===== src/rtl/apb_arb_pkg.sv =====
// Shared FSM encoding and width helpers for the APB request arbiter.
// Latency: n/a (types and constant functions only).
// Backpressure: n/a.
package apb_arb_pkg;

   // Arbiter FSM: IDLE waits for a request, BUSY owns the master, GAP idles the bus one cycle
   typedef enum logic [1:0] {
      IDLE = 2'd0,
      BUSY = 2'd1,
      GAP  = 2'd2
   } arb_state_t;

   // Width of a requester index / round-robin pointer
   function automatic int idx_w(input int n);
      return (n < 2) ? 1 : $clog2(n);
   endfunction

   // Width of the BUSY-cycle counter; at least one bit even with the timeout disabled
   function automatic int cnt_w(input int t);
      return (t < 1) ? 1 : $clog2(t + 1);
   endfunction

endpackage


===== src/rtl/apb_req_arbiter_rr_pick.sv =====
// Round-robin priority select: first set request at or after ptr, wrapping circularly.
// Latency: purely combinational.
// Backpressure: none; the caller decides when the pick is consumed.
module rr_pick #(
   parameter int N  = 4,
   parameter int PW = 2
) (
   input  logic [N-1:0]  req,
   input  logic [PW-1:0] ptr,
   output logic [N-1:0]  onehot,
   output logic [PW-1:0] idx,
   output logic          any
);

   int j;

   // Scan N slots starting at ptr; the first hit wins and later slots are masked
   always_comb begin
      onehot = '0;
      idx    = '0;
      any    = 1'b0;
      j      = 0;
      for (int k = 0; k < N; k++) begin
         if (!any) begin
            j = (int'(ptr) + k) % N;
            if (req[j]) begin
               any       = 1'b1;
               idx       = PW'(j);
               onehot[j] = 1'b1;
            end
         end
      end
   end

endmodule


===== src/rtl/apb_req_arbiter.sv =====
// Round-robin arbiter sharing one APB master between NUM_REQ requesters.
// Latency: req sampled at edge k drives transfer in the next cycle; done/err one cycle after m_done/timeout.
// Backpressure: the owner holds the master until m_done or timeout; other requesters wait in req.
module apb_req_arbiter
   import apb_arb_pkg::*;
#(
   parameter int NUM_REQ = 4,
   parameter int ADDR_W  = 8,
   parameter int DATA_W  = 8,
   parameter int TIMEOUT = 16
) (
   input  logic                      clk,
   input  logic                      reset,
   input  logic [NUM_REQ-1:0]        req,
   input  logic [NUM_REQ-1:0]        req_write,
   input  logic [NUM_REQ*ADDR_W-1:0] req_addr,
   input  logic [NUM_REQ*DATA_W-1:0] req_wdata,
   output logic [NUM_REQ-1:0]        grant,
   output logic [NUM_REQ-1:0]        done,
   output logic [NUM_REQ-1:0]        err,
   output logic [DATA_W-1:0]         rdata,
   output logic                      transfer,
   output logic                      write_en,
   output logic [ADDR_W-1:0]         addr_in,
   output logic [DATA_W-1:0]         din,
   input  logic [DATA_W-1:0]         dout,
   input  logic                      m_done
);

   localparam int IW      = idx_w(NUM_REQ);
   localparam int CW      = cnt_w(TIMEOUT);
   localparam int TO_LAST = (TIMEOUT > 0) ? TIMEOUT - 1 : 0;

   arb_state_t      state, state_nxt;
   logic [IW-1:0]   rr_ptr;
   logic [IW-1:0]   owner;
   logic [CW-1:0]   cnt;

   logic [NUM_REQ-1:0] pick_oh;
   logic [IW-1:0]      pick_idx;
   logic               pick_any;
   logic               timeout_hit;

   rr_pick #(
      .N  (NUM_REQ),
      .PW (IW)
   ) u_pick (
      .req    (req),
      .ptr    (rr_ptr),
      .onehot (pick_oh),
      .idx    (pick_idx),
      .any    (pick_any)
   );

   // A timeout only fires on the last allowed BUSY cycle and loses to a simultaneous m_done
   assign timeout_hit = (TIMEOUT != 0) && (state == BUSY) && !m_done && (cnt == CW'(TO_LAST));

   // FSM state register
   always_ff @(posedge clk) begin
      if (reset) state <= IDLE;
      else       state <= state_nxt;
   end

   // FSM next-state: GAP always lasts exactly one cycle so the master can fall back to idle
   always_comb begin
      state_nxt = state;
      case (state)
         IDLE:    if (pick_any) state_nxt = BUSY;
         BUSY:    if (m_done || timeout_hit) state_nxt = GAP;
         GAP:     state_nxt = IDLE;
         default: state_nxt = IDLE;
      endcase
   end

   // Request latching, master drive, completion pulses and round-robin pointer
   always_ff @(posedge clk) begin
      if (reset) begin
         grant    <= '0;
         done     <= '0;
         err      <= '0;
         rdata    <= '0;
         transfer <= 1'b0;
         write_en <= 1'b0;
         addr_in  <= '0;
         din      <= '0;
         owner    <= '0;
         rr_ptr   <= '0;
         cnt      <= '0;
      end else begin
         done <= '0;
         err  <= '0;
         case (state)
            IDLE: begin
               if (pick_any) begin
                  grant    <= pick_oh;
                  owner    <= pick_idx;
                  write_en <= req_write[pick_idx];
                  addr_in  <= req_addr[int'(pick_idx)*ADDR_W +: ADDR_W];
                  din      <= req_wdata[int'(pick_idx)*DATA_W +: DATA_W];
                  transfer <= 1'b1;
                  cnt      <= '0;
               end
            end
            BUSY: begin
               cnt <= cnt + 1'b1;
               if (m_done || timeout_hit) begin
                  if (m_done) begin
                     if (!write_en) rdata <= dout;
                     done <= grant;
                  end else begin
                     err <= grant;
                  end
                  transfer <= 1'b0;
                  grant    <= '0;
                  rr_ptr   <= (owner == IW'(NUM_REQ - 1)) ? '0 : owner + 1'b1;
               end
            end
            default: ;
         endcase
      end
   end

endmodule


===== config.mk =====
export PLATFORM = sky130hd
export DESIGN_NAME = apb_req_arbiter
export DESIGN_NICKNAME = d
export VERILOG_FILES = /design/src/rtl/apb_arb_pkg.sv /design/src/rtl/apb_req_arbiter_rr_pick.sv /design/src/rtl/apb_req_arbiter.sv
export SDC_FILE = /design/constraint.sdc
export NUM_CORES = 1
export LEC_CHECK = 0
export ABC_AREA = 1
export BUFFER_PORTS_ARGS = -buffer_cell sky130_fd_sc_hd__buf_4
export CORE_ASPECT_RATIO = 1.1
export CORE_UTILIZATION = 45
export DETAILED_ROUTE_END_ITERATION = 10
export GPL_ROUTABILITY_DRIVEN = 0
export MAX_ROUTING_LAYER = met4
export PLACE_DENSITY_LB_ADDON = 0.2
export SYNTH_ARGS = -nofsm -noshare
export SYNTH_HDL_FRONTEND = slang
export SYNTH_HIERARCHICAL = 1
export SYNTH_SLANG_ARGS = --single-unit

===== constraint.sdc =====
create_clock -name clk -period 5.33 [get_ports clk]
set_input_delay 0.7995 -clock clk [delete_from_list [all_inputs] [get_ports clk]]
set_output_delay 0.7995 -clock clk [all_outputs]
set_load 0.02 [all_outputs]

# [Word-level counts from Yosys, hierarchy flattened]
# Cells that the tools add are included.
[word_totals] out_inout_bits=38 regBits=49 in_bits=83 word_cells=118
[classes] reduce_logical=21 n_eq_ne=5 shifts=2 mux=54 bitwise_logic=10 n_addsub=5 magnitude_cmp=9
[ops] cell="variable part select 32 x 6 -> 8 bit" count=2
[ops] cell="two-way mux 4 bit" count=9
[ops] cell="two-way mux 1 bit" count=21
[ops] cell="two-way mux 2 bit" count=10
[ops] cell="< comparator 3 x 4 -> 1 bit (second input constant)" count=3
[ops] cell="OR 4 bit" count=3
[ops] cell="binary-select mux 1 bit (select 2 bit)" count=5
[ops] cell="case mux 5 bit (2 select lines)" count=1
[ops] cell="greater-or-equal comparator 3 x 1 -> 1 bit (second input constant)" count=3
[ops] cell="demux 1 bit (select 2 bit)" count=4
[ops] cell="case mux 4 bit (2 select lines)" count=1
[ops] cell="AND reduction 2 bit" count=4
[ops] cell="OR reduction 4 bit" count=2
[ops] cell="logical AND 1 bit" count=6
[ops] cell="< comparator 2 x 3 -> 1 bit (second input constant)" count=2
[ops] cell="OR reduction 2 bit" count=3
[ops] cell="adder 5 x 1 -> 5 bit (second input constant)" count=1
[ops] cell="== test 5 x 4 -> 1 bit (second input constant)" count=1
[ops] cell="two-way mux 5 bit" count=1
[ops] cell="adder 2 x 1 -> 2 bit (second input constant)" count=2
[ops] cell="adder 2 bit (second input constant)" count=2
[ops] cell="NOT 1 bit" count=4
[ops] cell="case mux 2 bit (2 select lines)" count=1
[ops] cell="AND reduction 4 bit" count=1
[ops] cell="12 further kinds" count=14

# [Depth between registers and ports, before layout]
# Gate-level depths: netlist of run 1.
[logic_depth] depth_word=18 ltp_mapped=17 mapped_depth_nobuf=15

# [Modules after synthesis]
# The synthesis of run 1 kept the hierarchy.
[modules_own_cells] mod="apb_req_arbiter" seq_area_each_um2=980.9 cells_per_inst=437 area_per_inst_um2=2785.2 instances=1
[modules_own_cells] mod="rr_pick" seq_area_each_um2=0.0 cells_per_inst=81 area_per_inst_um2=466.7 instances=1

# [Worst setup path before layout of run 1]
# No wires, ideal clock.
[synth_path] path_kind="register -> register" start="register rr_ptr[0]" end="register addr_in[7]" n_path_buf=2 stages_incl_launch_ff=16 t_required_ns=5.221 setup_time_ns=0.109 t_arrival_ns=2.169 synth_period_minus_slack_ns=2.278 setup_slack_ns=3.052 path_cell_list="dfxtp_1 inv_2 ha_1 inv_1 nand3_1 nand2_2 a21oi_1 nor2_1 a21oi_1 buf_2 buf_2 nand2_1 nand3_1 nand3_2 nand2_1 inv_1"
[synth_between] elab_chain_len=11 word_cells_on_any_way=30 cone_classes="add/sub: 3; shift: 1; mux: 25; reduce/logical: 1"
[synth_rtl] item="from (decl)" line_no="apb_req_arbiter.sv:35" text="logic [IW-1:0] rr_ptr;"
[synth_rtl] item="from (signal assigned)" line_no="apb_req_arbiter.sv:115" text="rr_ptr <= (owner == IW'(NUM_REQ - 1)) ? '0 : owner + 1'b1;"
[synth_rtl] item="adder 2 x 1 -> 2 bit" line_no="apb_req_arbiter_rr_pick.sv:25" text="j = (int'(ptr) + k) % N;"
[synth_rtl] item="binary-select mux 1 bit (select 2 bit)" line_no="apb_req_arbiter_rr_pick.sv:26" text="if (req[j]) begin"
[synth_rtl] item="two-way mux 1 bit (implied by the code) (2 in series)" line_no="apb_req_arbiter_rr_pick.sv:26"
[synth_rtl] item="two-way mux 2 bit" line_no="apb_req_arbiter_rr_pick.sv:26"
[synth_rtl] item="two-way mux 2 bit" line_no="apb_req_arbiter_rr_pick.sv:24" text="if (!any) begin"
[synth_rtl] item="two-way mux 2 bit" line_no="apb_req_arbiter_rr_pick.sv:26"
[synth_rtl] item="two-way mux 2 bit" line_no="apb_req_arbiter_rr_pick.sv:24"
[synth_rtl] item="two-way mux 2 bit" line_no="apb_req_arbiter_rr_pick.sv:26"
[synth_rtl] item="two-way mux 2 bit *" line_no="apb_req_arbiter_rr_pick.sv:24"
[synth_rtl] item="net pick_idx[0]" line_no="apb_req_arbiter.sv:40" text="logic [IW-1:0] pick_idx;"
[synth_rtl] item="variable part select 32 x 6 -> 8 bit *" line_no="apb_req_arbiter.sv:98" text="addr_in <= req_addr[int'(pick_idx)*ADDR_W +: ADDR_W];"
[synth_rtl] item="to (signal assigned)" line_no="apb_req_arbiter.sv:98"
[synth_rtl] item="to (decl)" line_no="apb_req_arbiter.sv:24" text="output logic [ADDR_W-1:0] addr_in,"
# Mark *: on every way through the listed nets, which the timed path passes. The rest lies on a longest branch. The select of a mux whose other input is x is not followed.
# A chain may end at the register's enable or synchronous reset.

# [Final worst setup path of run 1]
[layout_path] start="register rr_ptr[1]" end="register addr_in[6]"
# The elaborated chain is that of the path after synthesis.

==> results of run 1 <==
==> layer usage <==
metal  part of all wire [%]  wire length (um)
met5                      0                 0
met4                    1.5               122
met3                    4.5               363
met2                     50              4040
met1                     43              3480
==> where the power goes <==
group | total [uW] | switching (uW) | internal (uW)
registers | 458 | 37.8 | 420
clock network | 278 | 125 | 153
logic | 636 | 393 | 243
==> worst max-delay path: cells and delay by family (launching register included) <==
family / cells / cell delay (ns)
adder cells (fa/ha/maj): 1 / 0.39
buffers and inverters: 4 / 0.87
flip-flops: 1 / 0.53
AND/OR/NAND/NOR: 7 / 0.69
AO/OA/AOI/OAI: 2 / 1.05
==> cells in the mapped netlist <==
cell type  number
inv_1         125
nand2_1       123
dfxtp_1        49
nand3_1        48
nor2_1         43
a21oi_1        26
nand3_2        18
o21ai_0        18
nand2_2        17
ha_1            9
inv_2           8
buf_2           7
buf_4           5
a21oi_2         4
buf_6           3
clkbuf_1        2
nand2_4         2
nor2_4          2
clkbuf_2        1
inv_4           1
nand3_4         1
nor2_2          1
nor2_8          1
nor3_4          1
o211ai_1        1
o21a_1          1
o21ai_2         1
==> flip-flops by register name (all words and copies together), names as in the netlist <==
register / count
write_en: 1
owner: 2
err: 4
din: 8
cnt: 5
state: 2
transfer: 1
rdata: 8
done: 4
grant: 4
rr_ptr: 2
addr_in: 8
==> path summary, 6_finish.rpt <==
kind           endpoint  slack, ns       from  cells after the start
max          addr_in[6]       1.74  rr_ptr[1]                     14
min reg2reg      cnt[4]       0.47     cnt[4]                      2
max reg2reg  addr_in[6]       1.74  rr_ptr[1]                     14
min              cnt[4]       0.47     cnt[4]                      2
==> area by class of cell <==
class	instances	share of cell area, %
Clock buffer	6	1.93
Clock inverter	2	0.877
Inverter	134	11.8
Multi-Input combinational cell	317	38.6
Sequential cell	49	22.9
Tap cell	85	2.49
Timing Repair Buffer	122	21.4
==> per-stage QoR <==
| step | util [%] | cells |
|---|---|---|
| after floorplan | - | 518 |
| after global placement | 59.4 | 707 |
| after detailed placement | 59.4 | 707 |
| after CTS | 61.1 | 715 |
| after global routing | 61.1 | 715 |
| final | 61.1 | 715 |
==> logic make-up after synthesis <==
kind of cell	Yosys count	synth area share (%)
flops	49	30.2
simple gates	257	38.6
compound gates	51	8.58
fa+ha+maj	9	3.46
buf+inv	152	19.2
==> flow_summary_export.csv, run 1 <==
group,metric,value,unit
sta,drv_slew,0,
clock_tree,cts_sinks,49,
floorplanning,die_w,83.1,um
grt,overflow,0,
placement,port_buffers,120,
route,drt_iter0_markers,111,
critical_path,path_cells,"inv_1, ha_1, inv_1, nand3_1, nand2_2, a21oi_1, nor2_1, a21oi_2, inv_2, nand2_1, nand3_1, nand3_2, nand2_1, inv_1",
final_layout,fill_cells,645,
clock_tree,postCtsHoldBufs,0,
synth,synth_cells,518,
grt,grt_util_met2,38.9,%
synth,synth_seq_cells,49,
final_layout,syn2layout_area_growth,31.6,%
floorplanning,die_area,7570,um^2
critical_path,critical_path_class,"register to register",
clock_tree,cts_setup_buffers,0,
critical_path,crit_required,5.58,ns
route,drc,0,
final_layout,final-seq-area,981,um^2
sta,setup_tns,0,ns
synth,synth_top_area_cell,"dfxtp_1",
final_layout,multi_input_area,1650,um^2
route,vias,3343,
synth,yosys.area.top_type_share,30.2,%
synth,ys_seq_area_share,30.2,%
clock_tree,clk_pin_slew,0.09,ns
power_and_ir_drop,power.total,1370,uW
grt,grt.met3_usage,4.18,%
grt,busiest_layer,"met2",
critical_path,critical_path.slowest_cell,"a21oi_2",
final_layout,mostFrequentLayoutCell,"inv_1",
floorplanning,pin_count,121,
sta,finClkSkew,0.00440,ns
grt,grt_usage,22.2,%
status,outcome,"complete, no violations",
floorplanning,coreArea,7010,um^2
final_layout,nets,721,
critical_path,cp_max_fo,34,
floorplanning,dieHeight,91.2,um
final_layout,antenna_cells,0,
floorplanning,placementRows,32,
placement,dpl_cell_area,4160,um^2
synth,synth_cell_types,27,
sta,hold_ws,0.470,ns
synth,syn_nets,610,
clock_tree,cts_max_path_buffers,2,
power_and_ir_drop,max-vdd-ir-drop,0.000155,V
sta,setup_violations,0,
critical_path,slowest_delay,0.82,ns
route,wl,8010,um
synth,synth_area_leaders,"dfxtp_1 30%, inv_1 14%, nand2_1 14%",
synth,netlist_area,3250,um^2
final_layout,design_area,4280,um^2
sta,rsz0062_at_grt,"false",
sta,worst_pin_slew,1.12,ns
power_and_ir_drop,power_density,321,nW/um^2
final_layout,layout-drive-gt1-share,29.8,%
synth,synth_area_per_cell,6.28,um^2
critical_path,cpMostUsedCell,"inv_1",
sta,period_share,67.3,%
grt,grt_pass1_wl,13600,um
placement,hpwlAfterDp,6070,um
final_layout,final_cell_mix,"125 x inv_1, 123 x nand2_1, 122 x buf_4, 49 x dfxtp_1, 48 x nand3_1",
sta,finalHoldViolations,0,
grt,antenna_found_initial,0,
sta,min_period,3.59,ns
clock_tree,htree_levels,2,
clock_tree,clock_latency,0.30,ns
clock_tree,post_cts_resized,0,
sta,relSlewSlack,25.2,%
clock_tree,cts_buffers,5,
critical_path,worstSetupStartpointType,"register",
grt,grt_max_degree,35,
route,wl_per_cell,11.2,um
sta,fmax,279,MHz
route,drt_pre_antenna_iters,4,
critical_path,critPathCaptureType,"register",
synth,synth-warning-count,6,
power_and_ir_drop,p_leak,0.00242,uW
placement,pre_cts_ws,1.84,ns
route,ant_nets,0,
route,vias_per_cell,4.68,
clock_tree,cts_root_buffer,"clkbuf_8",
clock_tree,cts_tree,"done",
grt,grtUsageMet1,25.6,%
floorplanning,initial_core_util,46.4,%
critical_path,worstPathArrival,3.84,ns
min_path,holdCritPathClass,"register to register",
job,drv_cap,0,
grt,grt_pass1_vias,3149,
sta,worst_slack,1.74,ns
Power figures use the tool's default switching activity.
==> inputs of run 2 (changes only) <==
==> constraint.sdc (replaced) <==
create_clock -name clk -period 3.2 [get_ports clk]
set_input_delay 0.48 -clock clk [delete_from_list [all_inputs] [get_ports clk]]
set_output_delay 0.48 -clock clk [all_outputs]
set_load 0.02 [all_outputs]
==> run 2 against run 1 <==
- global-route usage fell by 0.18 points
- sequential power grew 65%
- total power rose by 60%
- wire length is 0.56% lower
- critical endpoint is now din[4]
- final cell count grew 0.42%
- worst setup slack worse by 0.96 ns
- largest power group unchanged
- flip-flop and latch count unchanged
==> flow_summary_export.csv, run 2 (synthesized netlist as in run 1, its figures left out) <==
group,metric,value,unit
min_path,worstHoldPathCells,3,
power_and_ir_drop,power_density,516,nW/um^2
status,outcome,"complete, no violations",
grt,grt_pass1_vias,3024,
floorplanning,coreArea,7010,um^2
sta,setup_tns,0,ns
critical_path,reg2reg_depth,14,
route,drc,0,
floorplanning,die_area,7570,um^2
grt,grt_pass1_wl,13400,um
sta,period_share,75.6,%
floorplanning,initial_core_util,46.4,%
clock_tree,clk_pin_slew,0.10,ns
route,wl_per_cell,11.1,um
critical_path,slowest_delay,0.41,ns
clock_tree,htree_levels,2,
critical_path,crit_required,3.42,ns
final_layout,reg_top3,"addr_in x8, din x8, rdata x8",
clock_tree,cts_tree,"done",
sta,finClkSkew,0.00564,ns
critical_path,path_cells,"inv_2, ha_1, inv_1, nand3_1, nand2_2, a21oi_1, nor2_1, a21oi_2, inv_2, nand2_1, nand3_1, nand3_2, nand2_1, inv_1",
job,drv_cap,0,
final_layout,nets,724,
clock_tree,cts_root_buffer,"clkbuf_8",
floorplanning,dieHeight,91.2,um
sta,min_period,2.42,ns
sta,worst_pin_slew,0.592,ns
route,drt_iter0_markers,137,
critical_path,worstSetupStartpointType,"register",
final_layout,fin_cells,718,
clock_tree,postCtsHoldBufs,0,
clock_tree,cts_buffers,5,
final_layout,syn2layout_area_growth,31.4,%
min_path,holdCritPathClass,"input port to register",
critical_path,cp_max_fo,34,
route,ant_nets,0,
grt,antenna_found_initial,0,
grt,grt_max_degree,35,
sta,drv_slew,0,
placement,hpwlAfterDp,6000,um
final_layout,layout-drive-gt1-share,30.2,%
grt,overflow,0,
floorplanning,pin_count,121,
clock_tree,cts_setup_buffers,0,
route,vias,3323,
critical_path,critical_path.slowest_cell,"inv_2",
final_layout,antenna_cells,0,
power_and_ir_drop,max-vdd-ir-drop,0.000238,V
sta,fmax,413,MHz
critical_path,critPathCaptureType,"register",
sta,relSlewSlack,60.1,%
clock_tree,cts_max_path_buffers,2,
clock_tree,post_cts_resized,0,
route,vias_per_cell,4.63,
clock_tree,clock_latency,0.31,ns
sta,setup_violations,0,
clock_tree,cts_sinks,49,
route,drt_pre_antenna_iters,5,
route,wl,7970,um
sta,rsz0062_at_grt,"false",
floorplanning,placementRows,32,
placement,dp_cells,710,
critical_path,critical_path_class,"register to register",
grt,grt_usage,22.0,%
final_layout,final_cell_mix,"125 x inv_1, 125 x buf_4, 123 x nand2_1, 49 x dfxtp_1, 48 x nand3_1",
placement,port_buffers,120,
critical_path,worstPathArrival,2.64,ns
sta,finalHoldViolations,0,
floorplanning,die_w,83.1,um
power_and_ir_drop,p_leak,0.00243,uW
[run 2: cell count changes in the layout (fill, tap and decap cells not counted), sizes merged]
cell / delta
clkbuf: -1
bufinv: -1
buf: +3
inv: +1
clkinv: +1
[run 2: layout make-up]
class / instances / area (um^2)
Tap cell: 85 / 106
Sequential cell: 49 / 981
Inverter: 134 / 505
Timing Repair Buffer: 125 / 938
Fill cell: 676 / 2740
Multi-Input combinational cell: 317 / 1650
Clock buffer: 5 / 68.8
Clock inverter: 3 / 21.3
[run 2: final timing paths]
path                            endpoint  slack, ns       from
worst max-delay path              din[4]       0.78  rr_ptr[0]
worst min-delay path            rdata[3]       0.43    dout[3]
worst max register to register    din[4]       0.78  rr_ptr[0]
worst min register to register    cnt[4]       0.47     cnt[4]
[run 2: per-layer routing]
metal | part of all wire [%] | GRT usage [%]
met1 | 42 | 25.0
met2 | 51 | 38.7
met3 | 5.7 | 4.64
met4 | 1.6 | 6.75
met5 | 0 | -
[run 2: critical path, delay by kind of cell, from the launching register on]
kind,cells,cell delay (ns)
AOI/OAI and AO/OA,2,0.17
adders and majority gates,1,0.36
buffers and inverters,4,0.69
DFF,1,0.35
and+or+nand+nor,7,0.76
[run 2: report_power, final]
group          switching [uW]  internal, uW  total [uW]
clock network             225           156         381
logic                     654           411        1070
registers                55.9           700         756
total                     935          1270        2200
[run 2: through the flow]
stage	area, um^2	hold WS [ns]	setup slack [ns]	util, %	power [uW]
global placement	4180	0.448	0.911	59.7	1820
finish	4270	0.428	0.780	61.0	2200
detailed placement	4180	0.452	0.796	59.7	1840
CTS	4270	0.419	0.765	61.0	2220
floorplan	3250	0.441	0.922	-	1530
global route	4270	0.420	0.532	61.0	2370
==> inputs of run 3 (changes only) <==
--- a/config.mk
+++ b/config.mk
@@ -5,7 +5,7 @@
 export SDC_FILE = /design/constraint.sdc
 export NUM_CORES = 1
 export LEC_CHECK = 0
-export ABC_AREA = 1
+export ABC_AREA = 0
 export BUFFER_PORTS_ARGS = -buffer_cell sky130_fd_sc_hd__buf_4
 export CORE_ASPECT_RATIO = 1.1
 export CORE_UTILIZATION = 45
==> constraint.sdc (replaced) <==
create_clock -name clk -period 2.5 [get_ports clk]
set_input_delay 0.375 -clock clk [delete_from_list [all_inputs] [get_ports clk]]
set_output_delay 0.375 -clock clk [all_outputs]
set_load 0.02 [all_outputs]
==> run 3 against run 2 <==
- the run now ends with negative setup slack left
- wire length is 17% lower
- worst setup slack lost 0.81 ns
- sequential share of layout area grew 2.3 points
- combinational power is 33% lower
- final cell count decreased by 34%
- clock skew up 0.0015 ns
- design area shrank 8.5%
- via count is 24% lower
- global-route usage up 0.71 points
- area after synthesis is 18% lower
- critical endpoint is now addr_in[5]
- largest power group is now sequential cells
==> flow_summary_export.csv, run 3 <==
group,metric,value,unit
status,outcome,"finished with violations",
status,violations,"negative setup slack",
synth,synth_seq_cells,49,
critical_path,cp.depth,10,
synth,synth_cell_types,41,
synth,synth_cells,272,
final_layout,final_cell_mix,"138 x buf_4, 47 x dfxtp_1, 40 x nand2_1, 26 x a21oi_1, 19 x mux4_2",
critical_path,worstPathArrival,2.71,ns
final_layout,reg_top3,"addr_in x8, din x8, rdata x8",
route,drc,0,
power_and_ir_drop,sequentialPowerShare,42.3,%
sta,finalHoldViolations,0,
sta,setup_tns,-0.213,ns
floorplanning,pin_count,121,
synth,yosys.area.top_type_share,36.7,%
sta,finClkSkew,0.00716,ns
clock_tree,cts_root_buffer,"clkbuf_8",
synth,netlist_area,2680,um^2
critical_path,critical_path.slowest_cell,"mux4_2",
clock_tree,clock_latency,0.30,ns
critical_path,path_cells,"inv_4, ha_4, mux4_2, nor2b_4, o22ai_2, o31ai_4, buf_12, mux4_2, nand2_2, a21oi_2",
final_layout,fill_cells,503,
power_and_ir_drop,p_clk_share,22.9,%
placement,dpl_cell_area,3730,um^2
power_and_ir_drop,p_leak,0.00171,uW
critical_path,critical_path_class,"register to register",
floorplanning,initial_core_util,46.7,%
critical_path,crit_required,2.68,ns
critical_path,critPathBufInv,2,
synth,synth_common_cells,"49 x dfxtp_1, 45 x nand2_1, 30 x a21oi_1, 19 x mux4_2, 15 x nor2_1",
sta,fmax,395,MHz
route,wl_per_cell,14.0,um
clock_tree,htree_levels,2,
critical_path,cp_top_family,"multiplexers",
synth,synth_top_area_cell,"dfxtp_1",
critical_path,crit_path_start,"rr_ptr[0]",
route,ant_nets,0,
floorplanning,placementRows,29,
synth,synth_area_per_cell,9.83,um^2
sta,setup_violations,14,
synth,synth-warning-count,6,
placement,port_buffers,120,
clock_tree,cts_tree,"done",
critical_path,reg2reg_depth,10,
final_layout,layout-drive-gt1-share,48.1,%
clock_tree,cts_sinks,49,
route,vias,2511,
sta,relSlewSlack,54.8,%
sta,worst_slack,-0.0345,ns
clock_tree,cts_buffers,5,
grt,grt_pass1_vias,2469,
critical_path,rr_endpoint,"addr_in[5]",
critical_path,rrSetupSlack,-0.03,ns
floorplanning,dieHeight,82.9,um
placement,hpwlAfterDp,4900,um
final_layout,design_area,3910,um^2
power_and_ir_drop,comb_power_share,34.8,%
grt,grt_pass1_wl,10900,um
clock_tree,cts_max_path_buffers,2,
synth,ys_seq_area_share,36.7,%
final_layout,multi_input_area,1620,um^2
critical_path,cpMostUsedCell,"mux4_2",
synth,synth_area_leaders,"dfxtp_1 37%, mux4_2 16%, nand2_1 6.3%",
floorplanning,coreArea,5730,um^2
synth,syn_nets,364,
route,drt_pre_antenna_iters,6,
final_layout,mostFrequentLayoutCell,"buf_4",
grt,grt_usage,22.7,%
route,vias_per_cell,5.28,
power_and_ir_drop,max-vdd-ir-drop,0.000357,V
job,drv_cap,0,
floorplanning,die_area,6260,um^2
power_and_ir_drop,p_int,1430,uW
critical_path,slowest_delay,0.51,ns
power_and_ir_drop,swShare,30.6,%
route,wl,6650,um
sta,min_period,2.53,ns
grt,grt_max_degree,44,
grt,overflow,0,
sta,period_share,101,%
final_layout,final-seq-area,986,um^2
critical_path,r2r-start,"rr_ptr[0]",
sta,rsz0062_at_grt,"true",
clock_tree,clk_pin_slew,0.09,ns
power_and_ir_drop,power_density,527,nW/um^2
route,drt_iter0_markers,101,
synth,synth-main-ff-cell,"dfxtp_1",
sta,drv_slew,0,
floorplanning,die_w,75.5,um
synth,yosysMostFrequentCell,"dfxtp_1",
sta,worst_pin_slew,0.676,ns
final_layout,nets,490,
power_and_ir_drop,p_switching,632,uW
clock_tree,postCtsHoldBufs,0,
critical_path,cp_max_fo,9,
critical_path,critPathCaptureType,"register",
critical_path,endpoint,"addr_in[5]",
placement,pre_cts_ws,-0.0424,ns
critical_path,worstSetupStartpointType,"register",
final_layout,antenna_cells,0,
final_layout,syn2layout_area_growth,46.1,%
synth,async_flop_share,0,%
grt,antenna_found_initial,0,
synth,synth_edf_count,0,
min_path,holdCritPathClass,"input port to register",
==> run 3: cell count changes after synthesis, sizes merged, moves of 4 or more <==
| cell | change |
|---|---|
| inv | -131 |
| and2 | +8 |
| nor3b | +8 |
| a211o | +4 |
| a22o | +4 |
| nor2 | -32 |
| mux2i | +12 |
| nand3 | -66 |
| o211ai | +4 |
| mux4 | +20 |
| clkbuf | +5 |
| nand2b | +6 |
| o21ai | -13 |
| nand2 | -97 |
==> run 3: cell families after synthesis <==
group / synth area share [%]
compound gates: 13.0
simple gates: 18.4
buf+inv: 5.38
fa+ha+maj: 4.21
flops: 36.7
mux: 22.3
==> run 3: area by class of cell <==
| type | count | share of cell area, % |
|---|---|---|
| Timing Repair Buffer | 142 | 28.2 |
| Sequential cell | 49 | 25.2 |
| Clock inverter | 3 | 0.544 |
| Multi-Input combinational cell | 197 | 41.4 |
| Inverter | 3 | 0.352 |
| Clock buffer | 5 | 1.76 |
| Tap cell | 77 | 2.47 |
==> run 3: power groups by stage <==
stage | clock (uW) | combinational, uW | sequential (uW)
after floorplan | 0 | 360 | 946
after global placement | 0 | 659 | 889
after detailed placement | 0 | 672 | 890
after CTS | 477 | 676 | 873
after global routing | 518 | 776 | 881
final | 472 | 717 | 873
==> run 3: what timing repair did <==
action,4_1_cts,5_1_grt
setup endpoints to repair,17,17
pin swaps,1,1
resized for setup,2,11
cloned,0,2
setup buffers,0,1
==> run 3: metrics by stage <==
step	hold slack (ns)	power, uW	util (%)	cells
floorplan	0.440	1310	-	272
detailed placement	0.449	1560	65.1	465
finish	0.303	2060	68.2	476
global placement	0.444	1550	65.1	465
CTS	0.303	2030	66.8	473
global route	0.298	2170	68.2	476
==> run 3: worst min-delay path, delay by kind of cell <==
kind	cells	cell delay, ns
AND/OR/NAND/NOR	1	0.07
multiplexers	1	0.05
buffers and inverters	1	0.08
==> run 3: metal layers <==
| metal | track usage, % | up-vias | wire [um] |
|---|---|---|---|
| li1 | - | 1227 | - |
| met1 | 26.2 | 1182 | 2620 |
| met2 | 39.9 | 96 | 3590 |
| met3 | 4.73 | 6 | 368 |
| met4 | 4.71 | 0 | 74 |
| met5 | - | - | 0 |
==> run 3: how the worst min path moves through the flow <==
| stage | startpoint | to | slack (ns) | cells past startpoint |
|---|---|---|---|---|
| after floorplan | owner[1] | owner[1] | 0.44 | 2 |
| after global placement | addr_in[4] | addr_in[4] | 0.44 | 2 |
| after detailed placement | addr_in[1] | addr_in[1] | 0.45 | 2 |
| after CTS | dout[6] | rdata[6] | 0.30 | 3 |
| after global routing | dout[5] | rdata[5] | 0.30 | 3 |
| final | dout[5] | rdata[5] | 0.30 | 3 |
